--- src/rtl/etapa_if.sv ---
// Instruction-fetch stage: drives the instruction-memory handshake, keeps a one-entry skid buffer for stalls, and handles branch redirects.
// Optional halt-on-all-ones detection is enabled by defining IF_HALT_DET_EN.
module etapa_if #(
    parameter int unsigned PC_W     = 8,
    parameter int unsigned INSTR_W  = 14,
    parameter int unsigned RESET_PC = 0
) (
    input  logic               clk,
    input  logic               reset,
    input  logic               stall_in,
    input  logic               branch_taken_in,
    input  logic [PC_W-1:0]    branch_target_in,
    output logic               imem_rd_out,
    output logic [PC_W-1:0]    imem_addr_out,
    input  logic [INSTR_W-1:0] imem_data_in,
    input  logic               imem_ready_in,
    output logic [INSTR_W-1:0] instruction_out,
    output logic [PC_W-1:0]    pc_out,
    output logic               valid_out,
    output logic               halt_out
);

    localparam logic [PC_W-1:0] PC_RST = PC_W'(RESET_PC);

`ifdef IF_HALT_DET_EN
    typedef enum logic [1:0] {FETCH = 2'd0, SKID = 2'd1, HALT = 2'd2} state_t;
`else
    typedef enum logic [1:0] {FETCH = 2'd0, SKID = 2'd1} state_t;
`endif

    state_t             r_state, w_state;
    logic [PC_W-1:0]    r_pc, w_pc;
    logic [INSTR_W-1:0] r_instr, w_instr;
    logic [PC_W-1:0]    r_pc_out, w_pc_out;
    logic               r_valid, w_valid;
    logic [INSTR_W-1:0] r_skid_instr, w_skid_instr;
    logic [PC_W-1:0]    r_skid_pc, w_skid_pc;
    logic               w_xfer;

    // Request is gated by reset so an in-flight read is abandoned asynchronously.
    assign imem_rd_out     = (r_state == FETCH) && !reset;
    assign imem_addr_out   = r_pc;
    assign w_xfer          = imem_rd_out && imem_ready_in;
    assign instruction_out = r_instr;
    assign pc_out          = r_pc_out;
    assign valid_out       = r_valid;

`ifdef IF_HALT_DET_EN
    assign halt_out = (r_state == HALT);
`else
    assign halt_out = 1'b0;
`endif

    always_ff @(posedge clk or posedge reset) begin
        if (reset) begin
            r_state      <= FETCH;
            r_pc         <= PC_RST;
            r_instr      <= '0;
            r_pc_out     <= '0;
            r_valid      <= 1'b0;
            r_skid_instr <= '0;
            r_skid_pc    <= '0;
        end else begin
            r_state      <= w_state;
            r_pc         <= w_pc;
            r_instr      <= w_instr;
            r_pc_out     <= w_pc_out;
            r_valid      <= w_valid;
            r_skid_instr <= w_skid_instr;
            r_skid_pc    <= w_skid_pc;
        end
    end

    // Branch outranks stall and transfer; stall freezes the outputs otherwise.
    always_comb begin
        w_state      = r_state;
        w_pc         = r_pc;
        w_instr      = r_instr;
        w_pc_out     = r_pc_out;
        w_valid      = r_valid;
        w_skid_instr = r_skid_instr;
        w_skid_pc    = r_skid_pc;
        case (r_state)
            FETCH: begin
                if (branch_taken_in) begin
                    w_pc    = branch_target_in;
                    w_valid = 1'b0;
                end else if (w_xfer && !stall_in) begin
                    w_instr  = imem_data_in;
                    w_pc_out = r_pc;
                    w_valid  = 1'b1;
                    w_pc     = r_pc + PC_W'(1);
`ifdef IF_HALT_DET_EN
                    if (&imem_data_in) w_state = HALT;
`endif
                end else if (w_xfer) begin
                    w_skid_instr = imem_data_in;
                    w_skid_pc    = r_pc;
                    w_pc         = r_pc + PC_W'(1);
                    w_state      = SKID;
                end else if (!stall_in) begin
                    w_valid = 1'b0;
                end
            end
            SKID: begin
                if (branch_taken_in) begin
                    w_pc    = branch_target_in;
                    w_valid = 1'b0;
                    w_state = FETCH;
                end else if (!stall_in) begin
                    w_instr  = r_skid_instr;
                    w_pc_out = r_skid_pc;
                    w_valid  = 1'b1;
                    w_state  = FETCH;
`ifdef IF_HALT_DET_EN
                    if (&r_skid_instr) w_state = HALT;
`endif
                end
            end
`ifdef IF_HALT_DET_EN
            HALT: begin
                // The halting instruction is presented once, then bubbles.
                if (!stall_in) w_valid = 1'b0;
            end
`endif
            default: w_state = FETCH;
        endcase
    end

endmodule

--- config.mk ---
export PLATFORM = sky130hd
export DESIGN_NAME = etapa_if
export DESIGN_NICKNAME = d
export VERILOG_FILES = /design/src/rtl/etapa_if.sv
export SDC_FILE = /design/constraint.sdc
export NUM_CORES = 1
export LEC_CHECK = 0
export ABC_CLOCK_PERIOD_IN_PS = 2500
export CAP_MARGIN = 25
export CORE_ASPECT_RATIO = 1.4
export CORE_MARGIN = 2
export CORE_UTILIZATION = 49
export DETAILED_ROUTE_END_ITERATION = 10
export MAX_ROUTING_LAYER = met4
export PLACE_DENSITY = 0.79
export SLEW_MARGIN = 20
export SYNTH_ARGS = -nofsm -noshare
export SYNTH_HDL_FRONTEND = slang
export SYNTH_SLANG_ARGS = --single-unit
--- constraint.sdc ---
create_clock -name clk -period 2.5 [get_ports clk]
set_clock_uncertainty 0.2 [all_clocks]
set_input_delay 0.625 -clock clk [delete_from_list [all_inputs] [get_ports clk]]
set_output_delay 0.625 -clock clk [all_outputs]
set_load 0.1 [all_outputs]
* Yosys cells after proc, flatten, opt, wreduce, memory -nomap -nowiden
Cells that the tools add are included.
Operators by class: bitwise logic cells 2, eq/ne operators 12, $add $sub $neg 1, mux-type cells 28, reductions and logical operators 12
Operator list (number):
- $mux 8 | 8
- $mux 14 | 4
- $pmux 8 s2 | 2
- $pmux 14 s2 | 1
- $ne 2x2->1 const B | 6
- $ne 4x3->1 const B | 3
- $reduce_and 4->1 | 3
- $mux 2 | 5
- $add 8x1->8 const B | 1
- $mux 1 | 6
- $reduce_and 5->1 | 1
- $pmux 2 s2 | 1
- $logic_and 1x1->1 | 3
- $ne 3x3->1 const B | 1
- $reduce_and 3->1 | 1
- $eq 2x1->1 const B | 1
- $logic_not 1->1 | 2
- $logic_not 2->1 | 1
- $ne 2x1->1 const B | 1
- $not 1->1 | 2
- $pmux 1 s2 | 1
- $reduce_bool 2->1 | 1
Word-level totals: logic and storage cells 62, input bits 27, flip-flop bits (word level) 55

* Longest topological paths before layout
Gate-level depths: netlist of run 1.
word-level depth 7, gate-level depth with buffers 5

* Least setup slack after synthesis of run 1
OpenSTA, ideal clock, no wires.
path kind reg-to-output, start register r_state[0], end output port imem_rd_out, path buffers 2, arrival time 2.019 ns, setup slack -0.344 ns, cell stages (with the launch flop) 4, cells stage by stage dfrtp_1 -> buf_2 -> clkbuf_1 -> nor2_1
On the way: longest elaborated chain between the ends 2
Ends and longest elaborated chain:
- start, declared | RTL line 31 | state_t r_state, w_state;
- start signal, assigned | RTL line 64 | r_state <= w_state;
- $logic_not 2->1 | RTL line 41 | assign imem_rd_out = (r_state == FETCH) && !reset;
- $logic_and 1x1->1 | RTL line 41
- end, declared | RTL line 13 | output logic imem_rd_out,
Every way passes these cells.

* Final worst setup path of run 1
start input port reset, end output port imem_rd_out
On the way: longest elaborated chain between the ends 2
Ends and longest elaborated chain:
- start, declared | RTL line 9 | input logic reset,
- $logic_not 1->1 (no line)
- $logic_and 1x1->1 | RTL line 41
Every way passes these cells.

==> impl_metrics.py, run 1 <==
metrics = {
    "power_and_ir_drop": {
        "leakagePower_nw": 1.41,
        "finalPower_w": 0.00318,
        "powerDensity_nw_per_um2": 971,
        "ir_drop_uv": 506,
    },
    "synthesis": {
        "synth-seq-area-share_pct": 53.3,
        "avgSynthCellArea_sq_um": 14.1,
        "synth_top_cell_area_share_pct": 53.3,
        "synth_top_cell_by_area": "dfrtp_1",
        "synth_area_leaders": "dfrtp_1, mux2_2, o41ai_1",
        "ys_types": 39,
        "yosysWarnings": 0,
        "synth_edf_count": 0,
        "synth_flop_cell": "dfrtp_1",
        "ys_ff_latch": 54,
        "syn_nets": 208,
        "ys_async_sr_fraction_pct": 100,
        "netlist_instances": 180,
        "syn_area_sq_um": 2540,
    },
    "routing": {
        "drtIter0Drc": 96,
        "first_pass_iters": 4,
        "drt-total-wl_um": 5040,
        "viasPerCell": 5.49,
        "wl_per_cell_um": 16.1,
        "ant_nets": 0,
        "drc_errors": 0,
        "dr_total_vias": 1717,
    },
    "cts": {
        "clockBufferDepth": 2,
        "clkTransAtPathRegs_ps": 90,
        "cts_resized": 0,
        "postCtsHoldBufs": 0,
        "cts_buffers": 5,
        "cts_tree": "done",
        "clk-insertion-delay-late_ps": 300,
        "htree_levels": 2,
        "cts_setup_buffers": 0,
        "root_buffer": "clkbuf_8",
        "clock_sinks": 54,
    },
    "floorplan": {
        "start_util_pct": 49.9,
        "core_sq_um": 5080,
        "die_x_um": 64.8,
        "die_y_um": 89.1,
        "fp.dieArea_sq_um": 5780,
        "rows": 31,
        "io-pin-count": 60,
    },
    "sta": {
        "slew_headroom_pct": 61.9,
        "fin_crit_ps": 2370,
        "setup_tns_ps": 0,
        "final-hold-violation-count": 0,
        "worst_pin_slew_ps": 571,
        "final_max_slew_viol_count": 0,
        "setup_violations": 0,
        "finalCritPeriodShare_pct": 94.8,
        "holdWs_ps": 307,
        "rsz0062_at_grt": "no",
        "fmax_ghz": 0.422,
    },
    "setup_path": {
        "critical_path_class": "in2out",
        "r2r_cells": 4,
        "critPathMaxFanout": 3,
        "end_kind": "output pin",
        "crit_required_ps": 1670,
        "critPathLaunchType": "input pin",
        "cp.arrival_ps": 1550,
    },
    "global_routing": {
        "grt_usage_pct": 19.5,
        "antenna_found_initial": 0,
        "grt_max_degree": 47,
        "grt_overflow_total": 0,
        "grt_pass1_vias": 1783,
        "grt_pass1_wl_um": 8370,
    },
    "run": {
        "max-cap-violations": 0,
    },
    "finish": {
        "fin_nets": 275,
        "drive_above_1_share_pct": 51.4,
        "fin_cells": 313,
        "antenna_cells": 0,
        "final_util_pct": 64.5,
        "area_growth_pct": 29.2,
        "fill_cells": 428,
    },
    "place": {
        "place_congestion": 0.843,
        "place_hpwl_um": 3540,
        "numPortBuffers": 58,
        "dp.cells": 306,
    },
    "hold_path": {
        "hold_depth": 1,
        "hp-class": "reg2reg",
    },
    "status": {
        "outcome": "finished, final reports clean",
    },
}
==> worst max-delay path: stages <==
cell	delay, ps
clkdlybuf4s50_1	440
buf_4	170
nor2_2	120
buf_12	190
==> synth_stat cells, types with 2 or more instances <==
cell / number
a21oi_1: 3
o21ai_0: 3
buf_6: 2
mux2_2: 66
o41ai_1: 5
or3b_2: 2
a311oi_1: 2
o32ai_1: 2
nand3_1: 2
a2bb2oi_1: 2
dfrtp_1: 54
nand2_1: 3
inv_1: 3
buf_2: 6
==> final cells by class <==
class                   count  area (sq um)  area share, %
repair buffers             70           641           19.5
inverters                   3          11.3          0.344
flip-flops and latches     54          1350           41.2
clock inverters             2          10.0          0.305
clock buffers               5          68.8           2.10
multi-input cells         113          1110           34.0
well taps                  66          82.6           2.52
==> per-layer routing <==
| layer | global-route usage, % | wire length (um) |
|---|---|---|
| met5 | - | 0 |
| met4 | 7.93 | 80 |
| met3 | 3.27 | 218 |
| met2 | 33.5 | 2620 |
| met1 | 22.8 | 2120 |
==> kinds of logic after synthesis <==
| logic type | Yosys count | synth area share [%] |
|---|---|---|
| compound gates | 26 | 8.33 |
| xor+xnor | 1 | 0.345 |
| mux | 67 | 29.7 |
| flops | 54 | 53.3 |
| fa+ha+maj | 1 | 0.493 |
| other cells | 1 | 0.148 |
| simple gates | 17 | 4.78 |
| buf+inv | 13 | 2.96 |
==> registers in the layout, summed over array words and instances (netlist names) <==
name / count
instruction_out: 14
r_skid_instr: 14
imem_addr_out: 8
pc_out: 8
r_skid_pc: 8
r_state: 1
valid_out: 1
==> path summary, 6_finish.rpt <==
| kind | startpoint | to | slack (ps) |
|---|---|---|---|
| max reg2reg | r_state[0] | instruction_out[10] | 420 |
| max | reset | imem_rd_out | 130 |
| min | r_skid_instr[8] | r_skid_instr[8] | 310 |
| min in group asynchronous | reset | imem_addr_out[0] | 530 |
| max in group asynchronous | reset | pc_out[6] | 1080 |
| min reg2reg | r_skid_instr[8] | r_skid_instr[8] | 310 |
==> through the flow <==
step,worst slack (ps),area [sq um]
floorplan,110,2540
global placement,97.6,3200
detailed placement,71.8,3200
CTS,122,3280
global route,82.7,3280
finish,129,3280
==> power breakdown <==
group	internal [W]	total, W	leakage, nW	switching, W
Sequential	0.00108	0.00121	0.637	0.000131
Clock	0.000189	0.000462	0.0438	0.000273
Combinational	0.000413	0.00151	0.728	0.00110
==> layout by cell type (no fill, tap or decap), types with 2 or more instances in the layout <==
| master | n |
|---|---|
| buf_12 | 4 |
| clkinv_2 | 2 |
| nand3_1 | 2 |
| o21ai_0 | 3 |
| nand2_1 | 3 |
| buf_4 | 40 |
| o32ai_1 | 2 |
| a21oi_1 | 3 |
| dfrtp_1 | 54 |
| mux2_2 | 66 |
| clkdlybuf4s50_1 | 26 |
| o41ai_1 | 5 |
| a2bb2oi_1 | 2 |
| clkbuf_8 | 5 |
| a311oi_1 | 2 |
| nor2_2 | 2 |
| or3b_2 | 2 |
| inv_1 | 2 |
Power figures use the tool's default switching activity.
==> run 2: changes to the inputs <==
Settings changed: CORE_UTILIZATION 49 to 60, DONT_BUFFER_PORTS from default to 1, PLACE_DENSITY 0.79 to 0.76.
==> impl_metrics.py, run 2 (synthesis gave the netlist of run 1 again) <==
metrics = {
    "routing": {
        "wl_per_cell_um": 20.0,
        "ant_nets": 0,
        "dr_total_vias": 1547,
        "viasPerCell": 6.50,
        "highest_layer": "met4",
        "drt-total-wl_um": 4760,
        "dr_wl_met3_um": 318,
        "drtIter0Drc": 111,
        "wl_met1_um": 1850,
        "drc_errors": 5,
        "first_pass_iters": 7,
        "routed-wl-met2_um": 2500,
    },
    "floorplan": {
        "die_y_um": 80.9,
        "core_sq_um": 4130,
        "fp.dieArea_sq_um": 4770,
        "die_x_um": 59.0,
        "rows": 28,
        "start_util_pct": 61.4,
        "io-pin-count": 60,
    },
    "power_and_ir_drop": {
        "powerDensity_nw_per_um2": 1080,
        "ir_drop_uv": 967,
        "leakagePower_nw": 1.16,
    },
    "finish": {
        "multi_input_area_sq_um": 1110,
        "fin_nets": 220,
        "antenna_cells": 0,
        "area_growth_pct": 8.43,
        "regArea_sq_um": 1350,
        "drive_above_1_share_pct": 50.3,
        "final_common_cell": "mux2_2",
        "fill_cells": 327,
        "layout_common_cells": "mux2_2, dfrtp_1, buf_4",
        "fin_area_sq_um": 2750,
        "fin_cells": 238,
    },
    "cts": {
        "cts_tree": "done",
        "cts_buffers": 5,
        "cts_resized": 0,
        "cts_setup_buffers": 0,
        "htree_levels": 2,
        "root_buffer": "clkbuf_8",
        "clock_sinks": 54,
        "clk-insertion-delay-late_ps": 290,
        "postCtsHoldBufs": 1,
        "clkTransAtPathRegs_ps": 80,
        "clockBufferDepth": 2,
    },
    "sta": {
        "finalCritPeriodShare_pct": 84.3,
        "final-hold-violation-count": 0,
        "slew_headroom_pct": 37.4,
        "final_max_slew_viol_count": 0,
        "rsz0062_at_grt": "no",
        "setup_tns_ps": 0,
        "finalWorstSetupSlack_ps": 392,
        "fin_crit_ps": 2110,
        "setup_violations": 0,
        "worst_pin_slew_ps": 939,
        "fmax_ghz": 0.474,
    },
    "place": {
        "place_ws_ps": 300,
        "numPortBuffers": 0,
        "dp.cells": 229,
        "place_congestion": 0.969,
        "placed_area_sq_um": 2650,
        "place_hpwl_um": 3500,
    },
    "global_routing": {
        "grt_max_degree": 24,
        "grt_overflow_total": 0,
        "antenna_found_initial": 0,
        "grt_pass1_vias": 1530,
        "grt_usage_pct": 21.9,
        "grt_pass1_wl_um": 7530,
    },
    "setup_path": {
        "cp_cell_sequence": "nor2_2, nand3_2, mux2_2",
        "end_kind": "register",
        "cpMaxStageDelayCell": "nand3_2",
        "cp.arrival_ps": 2080,
        "critPathLaunchType": "register",
        "crit_required_ps": 2480,
        "critPathMaxFanout": 22,
        "cpPeakStageDelay_ps": 520,
        "critical_path_class": "reg2reg",
    },
    "status": {
        "outcome": "complete, but fails checks",
        "violations": "DRC",
    },
    "hold_path": {
        "hp-class": "in2reg",
    },
    "run": {
        "max-cap-violations": 0,
    },
}
## run 2: worst paths after layout
path | slack (ps) | to | cells after the start | startpoint
max in group asynchronous | 950 | pc_out[6] | 3 | reset
hold reg to reg | 310 | r_skid_pc[1] | 1 | r_skid_pc[1]
min in group asynchronous | 570 | r_skid_instr[12] | 2 | reset
hold / removal | 270 | imem_addr_out[0] | 1 | branch_taken_in
setup reg to reg | 390 | r_skid_instr[13] | 3 | r_state[0]
setup / recovery | 390 | r_skid_instr[13] | 3 | r_state[0]
## run 2: cell type report
class | instances | area share, %
repair buffers | 15 | 4.64
clock inverters | 1 | 0.182
flip-flops and latches | 54 | 49.1
clock buffers | 7 | 3.14
multi-input cells | 113 | 40.5
inverters | 3 | 0.409
well taps | 45 | 2.05
## run 2: where the power goes
group	total [W]	switching [W]	internal (W)
Combinational	0.000532	0.000290	0.000242
Sequential	0.00197	0.000906	0.00106
Clock	0.000478	0.000254	0.000224
## run 2: metrics by stage
stage | utilization, % | hold WS, ps | total power, W
after floorplan | - | 274 | 0.00239
after global placement | 64.1 | 282 | 0.00248
after detailed placement | 64.1 | 291 | 0.00252
after CTS | 66.6 | 261 | 0.00300
after global routing | 66.6 | 252 | 0.00309
final | 66.6 | 268 | 0.00298
## run 2: layer usage
metal / global-route usage [%] / vias up
met5: - / -
met4: 8.41 / 0
met3: 5.73 / 8
met2: 35.7 / 65
met1: 25.9 / 784
li1: - / 690
## run 2: worst max-delay path: cells and delay by family (launching register included)
| kind | cells | cell delay, ps |
|---|---|---|
| AND/OR/NAND/NOR | 2 | 840 |
| flip-flops | 1 | 480 |
| multiplexers | 1 | 470 |
==> run 3: changes to the inputs <==
Settings changed: ABC_CLOCK_PERIOD_IN_PS 2500 to 2040.
Clock period 2.5 ns to 2.04 ns, I/O delays scaled along.
==> impl_metrics.py, run 3 (synthesis gave the netlist of run 1 again) <==
metrics = {
    "setup_path": {
        "regToRegEndpoint": "imem_addr_out[7]",
        "r2r_start": "r_state[0]",
        "rrSetupSlack_ps": 220,
        "critical_path_class": "reg2out",
        "critPathLaunchType": "register",
        "critPathMaxFanout": 2,
        "crit_required_ps": 1330,
        "r2r_cells": 4,
        "end_kind": "output pin",
        "cp.arrival_ps": 1250,
    },
    "place": {
        "place_hpwl_um": 3810,
        "place_ws_ps": 180,
        "numPortBuffers": 0,
        "place_congestion": 0.900,
    },
    "cts": {
        "clk-insertion-delay-late_ps": 300,
        "clockBufferDepth": 2,
        "cts_resized": 0,
        "root_buffer": "clkbuf_8",
        "cts_buffers": 5,
        "clkTransAtPathRegs_ps": 90,
        "cts_tree": "done",
        "htree_levels": 2,
        "clock_sinks": 54,
    },
    "global_routing": {
        "grt_pass1_wl_um": 8280,
        "grt_pass1_vias": 1753,
        "grt_usage_pct": 24.1,
        "grt_max_degree": 31,
        "antenna_found_initial": 0,
        "grt_overflow_total": 0,
    },
    "floorplan": {
        "core_sq_um": 4130,
        "fp.dieArea_sq_um": 4770,
        "rows": 28,
        "die_y_um": 80.9,
        "io-pin-count": 60,
        "die_x_um": 59.0,
        "start_util_pct": 61.4,
    },
    "sta": {
        "fin_crit_ps": 1960,
        "worst_pin_slew_ps": 910,
        "rsz0062_at_grt": "no",
        "fmax_ghz": 0.511,
        "finalCritPeriodShare_pct": 96.0,
        "finalWorstSetupSlack_ps": 81.5,
        "slew_headroom_pct": 39.3,
        "final-hold-violation-count": 0,
        "setup_violations": 0,
        "final_max_slew_viol_count": 0,
    },
    "finish": {
        "antenna_cells": 0,
        "area_growth_pct": 16.1,
        "fin_nets": 240,
        "regArea_sq_um": 1360,
        "final_util_pct": 71.2,
        "layout_common_cells": "mux2_2, dfrtp_1, buf_4",
        "drive_above_1_share_pct": 58.5,
        "multi_input_area_sq_um": 1120,
        "fill_cells": 315,
        "final_common_cell": "mux2_2",
    },
    "routing": {
        "drtIter0Drc": 102,
        "wl_per_cell_um": 19.6,
        "drc_errors": 4,
        "viasPerCell": 6.34,
        "dr_total_vias": 1629,
        "drt-total-wl_um": 5040,
        "first_pass_iters": 7,
        "ant_nets": 0,
    },
    "hold_path": {
        "hold_depth": 1,
        "hold_end": "imem_addr_out[0]",
        "hp-class": "in2reg",
        "min_from": "branch_taken_in",
    },
    "run": {
        "max-cap-violations": 0,
    },
    "power_and_ir_drop": {
        "leakagePower_nw": 1.25,
        "powerDensity_nw_per_um2": 1280,
        "ir_drop_uv": 800,
    },
    "status": {
        "violations": "DRC",
        "outcome": "complete, but fails checks",
    },
}
## run 3: cell count changes in the layout (fill, tap and decap cells not counted)
cell | previous run | this run
nor2_2 | 2 | 1
clkinv_2 | 1 | 0
clkbuf_1 | 1 | 0
clkinvlp_4 | 0 | 2
clkbuf_8 | 6 | 5
buf_12 | 1 | 4
nor2_4 | 0 | 1
dfrtp_1 | 54 | 47
buf_4 | 13 | 30
dfrtp_2 | 0 | 7
## run 3: how the worst max path moves through the flow
stage | start | end | slack (ps) | depth (start not counted)
3_3_place_gp | reset | instruction_out[5] | 210 | 4
6_report | instruction_out[4] | instruction_out[4] | 80 | 0
5_1_grt | instruction_out[4] | instruction_out[4] | 40 | 0
4_1_cts | instruction_out[4] | instruction_out[4] | 70 | 0
2_1_floorplan | reset | imem_addr_out[0] | -100 | 1
3_5_place_dp | reset | instruction_out[3] | 180 | 4
## run 3: per-layer routing
layer,routed length (um),global-route usage [%],part of all wire (%),vias to the layer above
met4,68,8.86,1.4,0
met5,0,-,0,-
met1,1780,25.8,35,830
met2,2800,42.3,56,67
met3,379,6.21,7.5,5
li1,-,-,-,727
## run 3: repair_timing
item / in CTS / in global routing
setup buffers: 0 / 0
setup endpoints to repair: 0 / 0
hold buffers: 1 / 0
hold endpoints to repair: 7 / 0
## run 3: through the flow
step	area [sq um]	cells	total power (W)	setup TNS [ps]	hold WS [ps]
floorplan	2550	180	0.00293	-711	274
global placement	2850	249	0.00320	0	125
detailed placement	2850	249	0.00326	0	126
CTS	2950	257	0.00381	0	110
global route	2950	257	0.00393	0	97.6
finish	2950	257	0.00378	0	110
## run 3: final cells by class
class / count / area share [%]
Timing Repair Buffer: 35 / 10.7
Multi-Input combinational cell: 113 / 38.0
Sequential cell: 54 / 46.2
Clock buffer: 5 / 2.34
Tap cell: 45 / 1.91
Inverter: 3 / 0.382
Clock inverter: 2 / 0.510
## run 3: report_power, final
| group | internal [W] | total [W] | switching [W] |
|---|---|---|---|
| sequential | 0.00132 | 0.00173 | 0.000411 |
| clock | 0.000234 | 0.000550 | 0.000316 |
| combinational | 0.000418 | 0.00150 | 0.00108 |
| total | 0.00197 | 0.00378 | 0.00181 |
